===== src/rtl/priority_encoder_pipe.sv =====
// rtl/priority_encoder_pipe.sv - N-input priority encoder with a 1-entry valid/ready output register
// Optional rotating priority enabled by defining ROUND_ROBIN_EN.
module priority_encoder_pipe #(
    parameter int N = 8
) (
    input  logic                 clk,
    input  logic                 rst,
    input  logic                 in_valid,
    output logic                 in_ready,
    input  logic [N-1:0]         in_req,
    output logic                 out_valid,
    input  logic                 out_ready,
    output logic [$clog2(N)-1:0] out_idx,
    output logic                 out_zero,
    output logic                 out_multi
);
    localparam int IDX_W = $clog2(N);

    logic             valid_q, valid_d;
    logic [IDX_W-1:0] idx_q, idx_d;
    logic             zero_q, zero_d;
    logic             multi_q, multi_d;
    logic [IDX_W-1:0] grant;
    logic             any_req;
    logic             accept;

`ifdef ROUND_ROBIN_EN
    logic [IDX_W-1:0] ptr_q, ptr_d;
    int               cand;
    logic             found;

    // Walk downward from ptr, wrapping from 0 to N-1; the first set bit wins.
    always_comb begin
        grant = '0;
        found = 1'b0;
        cand  = 0;
        for (int j = 0; j < N; j++) begin
            cand = int'(ptr_q) - j;
            if (cand < 0) cand = cand + N;
            if (!found && in_req[cand]) begin
                grant = IDX_W'(cand);
                found = 1'b1;
            end
        end
    end
`else
    always_comb begin
        grant = '0;
        for (int i = 0; i < N; i++) begin
            if (in_req[i]) grant = IDX_W'(i);
        end
    end
`endif

    assign any_req  = |in_req;
    assign in_ready = !valid_q || out_ready;
    assign accept   = in_valid && in_ready;

    always_comb begin
        valid_d = valid_q;
        idx_d   = idx_q;
        zero_d  = zero_q;
        multi_d = multi_q;
`ifdef ROUND_ROBIN_EN
        ptr_d   = ptr_q;
`endif
        if (accept) begin
            valid_d = 1'b1;
            idx_d   = any_req ? grant : '0;
            zero_d  = !any_req;
            // Clearing the lowest set bit leaves something only if two or more were set.
            multi_d = |(in_req & (in_req - N'(1)));
`ifdef ROUND_ROBIN_EN
            if (any_req) ptr_d = (grant == '0) ? IDX_W'(N - 1) : grant - IDX_W'(1);
`endif
        end else if (out_ready) begin
            valid_d = 1'b0;
        end
    end

    always_ff @(posedge clk) begin
        if (rst) begin
            valid_q <= 1'b0;
            idx_q   <= '0;
            zero_q  <= 1'b0;
            multi_q <= 1'b0;
`ifdef ROUND_ROBIN_EN
            ptr_q   <= IDX_W'(N - 1);
`endif
        end else begin
            valid_q <= valid_d;
            idx_q   <= idx_d;
            zero_q  <= zero_d;
            multi_q <= multi_d;
`ifdef ROUND_ROBIN_EN
            ptr_q   <= ptr_d;
`endif
        end
    end

    assign out_valid = valid_q;
    assign out_idx   = idx_q;
    assign out_zero  = zero_q;
    assign out_multi = multi_q;
endmodule

===== config.mk =====
export PLATFORM = sky130hd
export DESIGN_NAME = priority_encoder_pipe
export DESIGN_NICKNAME = d
export VERILOG_FILES = /design/src/rtl/priority_encoder_pipe.sv
export SDC_FILE = /design/constraint.sdc
export NUM_CORES = 1
export LEC_CHECK = 0
export BUFFER_PORTS_ARGS = -buffer_cell sky130_fd_sc_hd__buf_4
export CAP_MARGIN = 20
export CORE_AREA = 3 3 40 42
export DETAILED_ROUTE_END_ITERATION = 8
export DIE_AREA = 0 0 43 45
export HOLD_SLACK_MARGIN = 0.06
export SLEW_MARGIN = 15
export SYNTH_ARGS = -nofsm -noshare
export SYNTH_HDL_FRONTEND = slang
export SYNTH_SLANG_ARGS = --single-unit

===== constraint.sdc =====
create_clock -name clk -period 1.5 [get_ports clk]
set_input_delay 0.3 -clock clk [delete_from_list [all_inputs] [get_ports clk]]
set_output_delay 0.3 -clock clk [all_outputs]
set_load 0.02 [all_outputs]

# Word level (Yosys, flattened, before mapping)
# Index checks and enable logic that the tools add are counted.
# word_totals
regBits	6
n_memories	0
input_bits	12
latchBits	0
output_inout_bits	7
rom_bits	0
ramBits	0
# op_classes
n_bitwise	1
n_eq_ne	0
mul	0
reduce_logical	7
mux	10
div_mod_pow	0
addsub	1
magnitude_cmp	0
n_shift	0
# ops
op	n
$mux 3	7
$reduce_or 8->1	2
$and 8x8->8	1
$sub 8x1->8 const B	1
$mux 1	3
$logic_not 1->1	2
$reduce_bool 2->1	1
$logic_and 1x1->1	1
$logic_or 1x1->1	1

# Logic depth before layout (Yosys ltp)
# depth
word_depth	8
depth_mapped	5
ltp_nobuf	4

# Worst setup path after synthesis
# Ideal clock, no wire load.
# synth_path
path_kind	flip-flop to flip-flop
from	reg valid_q (netlist: out_valid)
to	reg multi_q (netlist: out_multi)
arrival_time_ns	1.339
stages_incl_launch_ff	6
slack_ns	0.075
n_path_buf	1
setup_ns	0.086
cell_sequence	dfxtp_1 -> nand2b_1 -> and2_1 -> clkbuf_1 -> o221a_2 -> a211oi_1
# synth_between
elab_chain_len	3
# synth_lines
element	line_no	rtl
from (decl)	19	logic valid_q, valid_d;
from (signal assigned)	91	valid_q <= valid_d;
$logic_not 1->1	56	assign in_ready = !valid_q || out_ready;
$logic_or 1x1->1	56	
via in_ready	9	output logic in_ready,
$logic_and 1x1->1	57	assign accept = in_valid && in_ready;
to (signal assigned)	94	multi_q <= multi_d;
to (decl)	22	logic multi_q, multi_d;
# The timed path passes the listed nets, and every way through them passes these cells.
# A chain may end at the register's enable or synchronous reset.

# Final worst setup path
# layout_path
from	in in_req[1]
to	reg idx_q[0] (netlist: out_idx[0])
# layout_between
elab_chain_len	8
# layout_lines
element	line_no	rtl
from (decl)	10	input logic [N-1:0] in_req,
$mux 1	50	if (in_req[i]) grant = IDX_W'(i);
$mux 3 (6 in series)	50	
$mux 3 (*)	69	idx_d = any_req ? grant : '0;
to (signal assigned)	92	idx_q <= idx_d;
to (decl)	20	logic [IDX_W-1:0] idx_q, idx_d;
# Every way passes the cells marked *; elsewhere a longest branch is shown, timed or not.

==> summary.txt <==
Outcome
  • Status: complete, no violations

Synthesis
  • Mapped Cells: 40
  • Sequential fraction of the synthesis area: 36.0%
  • Top FF cell, synth: dfxtp_1
  • Post-synth EDFFs: 0
  • Synth Net Count: between 50 and 60
  • FF+latch count, synth: 6
  • Asr flop ratio synth: 0%
  • Mapped cell area: 334 um^2
  • Yosys Warn Count: 0
  • Avg Inst Size Synth: 8.35 um^2
  • Synth cell types: 21

Cells and area
  • Fillers: between 100 and 150
  • Area growth syn-to-layout: 58.4%
  • Share of layout cells above drive strength 1: between 40% and 50%
  • Final-stage net count: 77
  • Finished Layout Cells: 78
  • # diodes: 0
  • Finished layout cell area: 529 um^2

Job
  • Max-cap violations: 0

Clock tree
  • Postcts setup bufs: 0
  • TritonCTS clock tree: built
  • Htree depth: 1
  • Clock Tree Buf Depth: 2
  • TritonCTS buffer count: 3
  • # hold bufs at CTS: 0
  • TritonCTS Sinks: 6
  • CTS Root Cell: clkbuf_4
  • Clk_lat worst skew: 0.24 ns
  • CTS resizes: 0
  • Clock slew at reported path FFs: 0.05 ns

Die
  • Ports: 19
  • DIE HEIGHT: 45 um
  • Die W: 43 um
  • Starting Density: 26.0%
  • Num rows: 13
  • Die area: roughly 1900 um^2
  • Placeable Area: roughly 1300 um^2

Critical path
  • Slowest-stage cell, CP: or4_4
  • R2R depth: 4
  • Worst Setup Path Type: in -> reg
  • Worst path max stage delay: 0.56 ns
  • Crit start category: primary input
  • WP data required: around 1.6 ns
  • Crit path DAT: 1.41 ns
  • Worst Setup End Kind: flop
  • CP Max Fanout: 3
  • Worst path cell trace: buf_4, or4_4, nor3_4, o21bai_1, a31o_1

STA
  • Setup Skew: 0.00246 ns
  • Worst slew pin tran: ~0.26 ns
  • Hold WS: 0.269 ns
  • Final Hold Viols: 0
  • Minimum clock period: around 1.3 ns
  • Final setup fails: 0
  • Final period util: between 80% and 90%
  • Relative slew slack: 82.5%
  • Unrepaired setup endpoints after global routing: no
  • Max-slew violation count: 0
  • Setup_tns: 0 ns
  • Fmax: 783 MHz

Routing
  • Routed WL: 836 um
  • Antenna violation net count after detailed routing: 0
  • DR vias/cell: 4.78
  • Per-cell routed wire length: 10.7 um
  • Remaining DRCs: 0
  • Number of DRC markers in iteration 0: 6
  • Drt pass-1 iters: 4
  • Via count: 373

Placement
  • I/O Buffers: 18
  • Placed cells: 75
  • Dpl cell area: 507 um^2
  • Gpl congestion: 0.783

GRT
  • Remaining Overflow, GRT: 0
  • Initial antenna violation count: 0
  • Global-route wire length before repair: 1410 um
  • Gr usage total: between 10% and 20%
  • Number of global-route vias before repair: approximately 340
  • Largest net degree at the start of global routing: 9

Hold path
  • Hold Path Depth: 2
  • Min-Delay Path Class: in -> reg

Power and ir drop
  • Leakage: between 0.2 and 0.25 nW
  • Pwr Density: between 800 and 900 nW/um^2
  • VDD IR-drop max: 266 uV
## power breakdown
group          switching [mW]  internal, mW
logic                  0.0549        0.0564
registers             0.00496         0.171
clock network          0.0582        0.0905
## path summary, 6_finish.rpt
| kind | start | end | slack [ns] |
|---|---|---|---|
| worst max register to register | out_valid$_SDFFE_PP0P_ | out_multi$_SDFFE_PP0P_ | 0.37 |
| worst max-delay path | in_req[1] | out_idx[0]$_SDFFE_PP0P_ | 0.22 |
| worst min-delay path | rst | out_zero$_SDFFE_PP0P_ | 0.27 |
| worst min register to register | out_zero$_SDFFE_PP0P_ | out_zero$_SDFFE_PP0P_ | 0.46 |
## worst max-delay path, delay by kind of cell
| family | cells | cell delay, ns |
|---|---|---|
| AO/OA/AOI/OAI | 2 | 0.28 |
| buffers and inverters | 1 | 0.11 |
| AND/OR/NAND/NOR | 2 | 0.72 |
## metrics by stage
stage | total power [mW] | utilization (%) | worst slack [ns]
after floorplan | 0.227 | - | 0.0751
after global placement | 0.290 | 39.4 | -0.0172
after detailed placement | 0.291 | 39.4 | -0.0349
after CTS | 0.443 | 41.2 | 0.227
after global routing | 0.464 | 41.2 | 0.188
final | 0.436 | 41.2 | 0.223
## sequential cells by signal, indices dropped and copies added (netlist names)
name and cells:
out_zero 1, out_idx 3, out_valid 1, out_multi 1
## cell usage in the layout, fill, tap and decap left out
cell type | synthesis | routed
o21a_1 | 1 | 1
dfxtp_1 | 6 | 6
or2_2 | 1 | 1
nor3b_1 | 1 | 1
a211oi_1 | 3 | 3
inv_1 | 2 | 2
nor3_4 | 1 | 1
o21bai_1 | 2 | 2
o221a_2 | 1 | 1
or4_4 | 1 | 1
and2_1 | 1 | 1
clkbuf_4 | 0 | 3
a311oi_1 | 2 | 2
nor2_1 | 6 | 6
nand2b_1 | 1 | 1
nand3_1 | 1 | 1
a31o_1 | 1 | 1
o22ai_1 | 1 | 1
nand2_1 | 2 | 2
o21ai_0 | 1 | 1
a21oi_1 | 4 | 4
buf_4 | 0 | 21
## layout make-up
class / instances / area [um^2] / share of cell area (%)
inverters: 2 / 7.51 / 1.42
well taps: 15 / 18.8 / 3.55
flip-flops and latches: 6 / 120 / 22.7
clock buffers: 3 / 22.5 / 4.26
multi-input cells: 31 / 203 / 38.3
repair buffers: 21 / 158 / 29.8
## routing by layer
metal  routed length (um)  global-route usage (%)  up-vias
met5                    0                       0        -
met4                    0                    7.23        0
met3                   95                    4.78        0
met2                  356                    14.7       19
met1                  383                    11.9      159
li1                     -                       -      195
## kinds of logic after synthesis
logic type	synth area share (%)
AOI/OAI and AO/OA	34.1
and+or+nand+nor	26.6
DFF	36.0
buffers and inverters	3.37
## Yosys cell counts (2+ instances only)
cell type	number	area share, %
o21bai_1	2	4.5
inv_1	2	2.2
dfxtp_1	6	36
a21oi_1	4	6.0
a211oi_1	3	6.7
nor2_1	6	6.7
nand2_1	2	2.2
a311oi_1	2	5.2
Power figures use the tool's default switching activity.
